### config.mk
export PLATFORM = sky130hd
export DESIGN_NAME = nor_bist
export DESIGN_NICKNAME = d
export VERILOG_FILES = /design/src/rtl/nor_bist_pkg.sv /design/src/rtl/nor_bist.sv
export SDC_FILE = /design/constraint.sdc
export NUM_CORES = 1
export LEC_CHECK = 0
export CORE_MARGIN = 4
export CORE_UTILIZATION = 50
export CTS_CLUSTER_DIAMETER = 40
export CTS_CLUSTER_SIZE = 28
export DETAILED_ROUTE_END_ITERATION = 16
export MAX_ROUTING_LAYER = met4
export PLACE_DENSITY = 0.81
export SLEW_MARGIN = 20
export SYNTH_ARGS = -nofsm -noshare
export SYNTH_HDL_FRONTEND = slang
export SYNTH_SLANG_ARGS = --single-unit
export TNS_END_PERCENT = 100
### constraint.sdc
create_clock -name clk -period 2.4 [get_ports clk]
set_input_delay 0.48 -clock clk [delete_from_list [all_inputs] [get_ports clk]]
set_output_delay 0.48 -clock clk [all_outputs]
set_load 0.005 [all_outputs]
### src/rtl/nor_bist_pkg.sv
// nor_bist_pkg: shared FSM state type and the expected NOR truth table for nor_bist.
package nor_bist_pkg;
   typedef enum logic [1:0] {
      IDLE   = 2'd0,
      SETTLE = 2'd1,
      CHECK  = 2'd2,
      DONE   = 2'd3
   } state_t;
   // Bit i is the expected NOR output for {a,b} == i.
   localparam logic [3:0] EXP_TT = 4'b0001;
endpackage

### src/rtl/nor_bist.sv
// nor_bist: sweeps {a,b} over all four vectors for ROUNDS rounds, checks an external NOR gate's output
// and reports the mismatch count, the first failing vector and a pass flag.
module nor_bist
   import nor_bist_pkg::*;
#(
   parameter int SETTLE_CYCLES = 2,
   parameter int ROUNDS        = 1
) (
   input  logic       clk,
   input  logic       rst_n,
   input  logic       start,
   input  logic       c_in,
   output logic       a_out,
   output logic       b_out,
   output logic       busy,
   output logic       done,
   output logic       pass,
   output logic [7:0] err_cnt,
   output logic [1:0] fail_vec
);
   localparam logic [3:0] CNT_LOAD = 4'(SETTLE_CYCLES - 1);
   localparam logic [3:0] RND_LAST = 4'(ROUNDS - 1);
   state_t     state, nxt_state;
   logic [1:0] vec, nxt_vec;
   logic [3:0] round, nxt_round;
   logic [3:0] cnt;
   logic       mism;
   assign busy = state != IDLE;
   // c_in is combinational from our own registered a_out/b_out, so no synchronizer is needed.
   assign mism = state == CHECK && c_in != EXP_TT[vec];
   always_comb begin
      nxt_state = state;
      nxt_vec   = vec;
      nxt_round = round;
      case (state)
         IDLE: if (start) begin
            nxt_state = SETTLE;
            nxt_vec   = 2'd0;
            nxt_round = 4'd0;
         end
         SETTLE: if (cnt == 4'd0) nxt_state = CHECK;
         CHECK: if (vec != 2'd3) begin
            nxt_vec   = vec + 2'd1;
            nxt_state = SETTLE;
         end else if (round != RND_LAST) begin
            nxt_vec   = 2'd0;
            nxt_round = round + 4'd1;
            nxt_state = SETTLE;
         end else nxt_state = DONE;
         default: nxt_state = IDLE;
      endcase
   end
   always_ff @(posedge clk or negedge rst_n) begin
      if (!rst_n) begin
         state    <= IDLE;
         vec      <= 2'd0;
         round    <= 4'd0;
         cnt      <= 4'd0;
         a_out    <= 1'b0;
         b_out    <= 1'b0;
         done     <= 1'b0;
         pass     <= 1'b0;
         err_cnt  <= 8'd0;
         fail_vec <= 2'd0;
      end else begin
         state          <= nxt_state;
         vec            <= nxt_vec;
         round          <= nxt_round;
         {a_out, b_out} <= (nxt_state == SETTLE || nxt_state == CHECK) ? nxt_vec : 2'b00;
         cnt            <= (nxt_state == SETTLE && state != SETTLE) ? CNT_LOAD :
                           (state == SETTLE && cnt != 4'd0) ? cnt - 4'd1 : cnt;
         done           <= state == DONE;
         if (state == IDLE && start) begin
            err_cnt  <= 8'd0;
            fail_vec <= 2'd0;
            pass     <= 1'b0;
         end else if (mism) begin
            err_cnt  <= (err_cnt == 8'hFF) ? err_cnt : err_cnt + 8'd1;
            fail_vec <= (err_cnt == 8'd0) ? vec : fail_vec;
         end
         if (state == DONE) pass <= err_cnt == 8'd0;
      end
   end
endmodule

Word-level counts from Yosys, hierarchy flattened
Cells that the tools add are included.

$add $sub $neg: 4. Muxes and demuxes: 26. Equal/unequal tests: 13. Reduce and logical (&&, ||, !) cells: 19. $lt $le $gt $ge: 1.

Operators by type and width (number): two-way mux 8 bit (3); two-way mux 2 bit (11); two-way mux 4 bit (5); nonzero test 2 bit (6); adder 8 x 1 -> 8 bit (second input constant) (1); == test 8 bit (second input constant) (1); logical NOT 8 bit (1); inequality test 2 bit (second input constant) (4); case mux 4 bit (2 select lines) (1); nonzero test 4 bit (2); == test 2 bit (second input constant) (3); case mux 2 bit (3 select lines) (1); adder 4 x 1 -> 4 bit (second input constant) (1); == test 2 x 1 -> 1 bit (second input constant) (2); logical AND 1 bit (4); logical NOT 4 bit (1); inequality test 2 x 1 -> 1 bit (second input constant) (2); case mux 2 bit (2 select lines) (1); AND reduction 2 bit (2); AND reduction 4 bit (1); subtractor 4 x 1 -> 4 bit (second input constant) (1); < comparator 2 x 3 -> 1 bit (second input constant) (1); two-way mux 1 bit (3); adder 2 x 1 -> 2 bit (second input constant) (1); other kinds (4) (4).

Output and inout bits: 15. Logic and storage cells: 73. Register bits after elaboration: 26.

Logic depth before layout (Yosys ltp)
Depth in word-level cells: 7. Mapped depth: 9.

Least setup slack after synthesis
OpenSTA, ideal clock, no wires.

Kind: reg2reg. Start point: register cnt[0]. End point: register cnt[3]. Buffers on the path: 0. Cell stages (with the launch flop): 10. Data arrival time: 1813 ps. Slack: 504 ps. Period minus slack after synthesis: 1896 ps. Setup time: 83 ps. Data required time: 2317 ps. Cell sequence: dfrtp_1 -> inv_1 -> ha_1 -> or3b_2 -> nor2_1 -> a31oi_1 -> ha_1 -> nor2_1 -> o21ai_0 -> o21ai_0.

Word-level cells in the longest chain between the ends: 6.

RTL lines: start, declared (RTL line nor_bist.sv:26) `logic [3:0] cnt;`; start signal, assigned (RTL line nor_bist.sv:70) `cnt <= (nxt_state == SETTLE && state != SETTLE) ? CNT_LOAD :`; logical NOT 4 bit (RTL line nor_bist.sv:41) `SETTLE: if (cnt == 4'd0) nxt_state = CHECK;`; two-way mux 2 bit (RTL line nor_bist.sv:41); case mux 2 bit (3 select lines) (RTL line nor_bist.sv:35) `case (state)`; == test 2 x 1 -> 1 bit (RTL line nor_bist.sv:70); logical AND 1 bit (RTL line nor_bist.sv:70); two-way mux 4 bit / nonzero test 2 bit (equally long branches).

Parallel ways exist; a longest one is shown, timed or not. The select of a mux whose other input is x is not followed. A chain may end at the register's enable or synchronous reset.

Worst setup path after layout
Ends and elaborated chain as after synthesis.

==> run summary <==
Status: finished, final reports clean
Clock-pin slew on the worst setup and hold paths: 140 ps
Final Cycle Share: 90.3%
Crit-path slowest cell: or3b_2
DRC Markers: 0
Chip height: 60.7 um
CTS tree: yes
Post-Syn Instances: 143
Largest net degree at the start of global routing: 27
Routed len/inst: 14.8 um
ANT cells: 0
Clk pwr share: 14.7%
Die width: 60.7 um
Std-Cell Rows: 18
Synth top area share: 46.9%
Top cells by area, synth: dfrtp_1 (47%), ha_1 (7.2%), nand3_1 (3.2%)
Via count: 1153
H-tree depth: 1
First-pass GRT wire length: 4.97 mm
Sequential share of power: 41.5%
Power Density: 939 nW/um2
Gpl congestion: 0.804
Worst setup EP type: register
Max VDD drop: 0.607 mV
Clock skew: 2.16 ps
Setup repair after global routing missed its margin: false
Leak Pwr: 0.000726 uW
Crit path max-delay family: simple AND/OR/NAND/NOR gates
Final Max Slew Viols: 0
P_int: 946 uW
Seq. cell area: 651 um2
Combinational share of power: 43.8%
Count leader, synth: dfrtp_1
Syn Area/Cell: 9.70 um2
Post-DRT Antenna Nets: 0
Mapped cell area: 1390 um2
CP peak stage delay: 500 ps
Worst min path class: input port to async pin
Crit path kind: register to register
Vias in the first global route: 1146
Starting Density: 54.0%
Congestion Overflow GR: 0
Top_reg_cell synth: dfrtp_1
P&R area growth vs syn: 17.9%
Final setup viols: 0
Top Ports: 19
Cells along the critical path: inv_1 > ha_1 > or3b_2 > nor2_1 > a31oi_1 > ha_1 > nor2_1 > o21ai_0 > o21ai_0
Vias per cell: 5.94
Post-CTS sizing: 0
Hold Fails Final Rpt: 0
Fin nets: 177
Buf+Inv Stages, Crit Path: 1
Cell taking the most area after synthesis: dfrtp_1
Dpl hpwl: 2.15 mm
Ys Warns: 0
# fillers: 218
Max cap viols: 0
Slew @ Worst Pin: 697 ps
EDFF count, synth: 0
Worst-Skew Late Latency: 330 ps
Min Tclk post-route: 2170 ps
Setup_tns: 0 ps
Yosys cell types: 35
Required @ worst endpoint: 2660 ps
Port-buffer cells: 18
Clock Tree Root: clkbuf_4
Die area: 3680 um2
Postcts setup bufs: 0
FFs w/ async S/R, synth: 100%
Syn_nets: 155
CTS Buf Count: 3
TritonCTS Sinks: 26
CP Max Fanout: 4
Total Wirelength: 2.87 mm
Multi-input gate area: 676 um2
Initial antenna violation count: 0
FMAX: 0.462 GHz
Iteration-0 DRC Markers: 56
DR pass1 iterations: 4
Switching fraction of total power: 38.4%
Synth cell count leaders: dfrtp_1 (26), inv_1 (11), nand2_1 (11)
Seq/Total Area, Yosys: 46.9%
Layout cells sized above 1: 7.32%
Data arrival time at the worst-slack endpoint: 2420 ps
Hold Buf Count CTS: 0
GRT Total Usage: 18.5%
Synthesized flop and latch total: 26
Core region area: 2570 um2
Rel. slew slack: 53.4%
P_sw: 591 uW
CP Launch Type: register
Power, Total: 1540 uW
Longest Clk Path Bufs: 2
## through the flow
step           hold slack [ps]  cells  utilization, %  cell area, um2  worst slack, ps
2_1_floorplan              184    143               -            1390              504
3_3_place_gp               484    190            62.3            1600              257
3_5_place_dp               509    190            62.3            1600              176
4_1_cts                    511    194            63.7            1640              220
5_1_grt                    528    194            63.7            1640             71.6
6_report                   501    194            63.7            1640              233
## layer usage
layer  routed length, um  track usage (%)
met5                   0                -
met4                  58             8.36
met3                 155             2.98
met2                1350             27.8
met1                1300             24.7
## cells in the final DEF (no fill, tap or decap), types with 3 or more instances in the layout
cell,netlist,layout
a21oi_1,7,7
a31oi_1,3,3
clkbuf_4,0,3
clkdlybuf4s50_1,0,18
dfrtp_1,26,26
ha_1,8,8
inv_1,11,11
mux2i_1,4,4
nand2_1,11,11
nand3_1,9,9
nor2_1,10,10
nor2b_1,3,3
nor3_1,4,4
o21ai_0,9,9
o31ai_1,4,4
or4_1,4,4
## cell families after synthesis
family / synth area share [%]
compound gates: 11.5
xor+xnor: 1.89
fa+ha+maj: 7.21
buf+inv: 4.42
flops: 46.9
mux: 2.89
simple gates: 25.2
## worst reg2reg max path: stages (launching register included)
cell and delay [ps]:
dfrtp_1 430, inv_1 70, ha_1 180, or3b_2 500
nor2_1 210, a31oi_1 90, ha_1 200, nor2_1 210
o21ai_0 120, o21ai_0 90
## path summary, 6_finish.rpt
check	startpoint	to	slack, ps	cells past startpoint
max	cnt[0]	cnt[3]	230	9
min	rst_n	pass	500	2
max reg2reg	cnt[0]	cnt[3]	230	9
min reg2reg	cnt[0]	cnt[0]	530	1
max in group asynchronous	rst_n	fail_vec[1]	1660	2
min in group clk	cnt[0]	cnt[0]	530	1
## power by group through the flow
stage	Combinational (uW)	Sequential, uW	Clock, uW
floorplan	442	627	0
global placement	646	642	0
detailed placement	672	646	0
CTS	677	636	229
global route	770	656	242
finish	673	637	227
## cell type report
type	instances	share of cell area [%]
inverters	11	2.52
clock buffers	4	2.22
multi-input cells	103	41.3
flip-flops and latches	26	39.8
well taps	30	2.29
repair buffers	20	11.9
## registers in the layout, summed over array words and instances (netlist names)
register,count
round,4
vec,2
fail_vec,2
cnt,4
a_out,1
done,1
b_out,1
pass,1
err_cnt,8
state,2
Power figures use the tool's default switching activity.
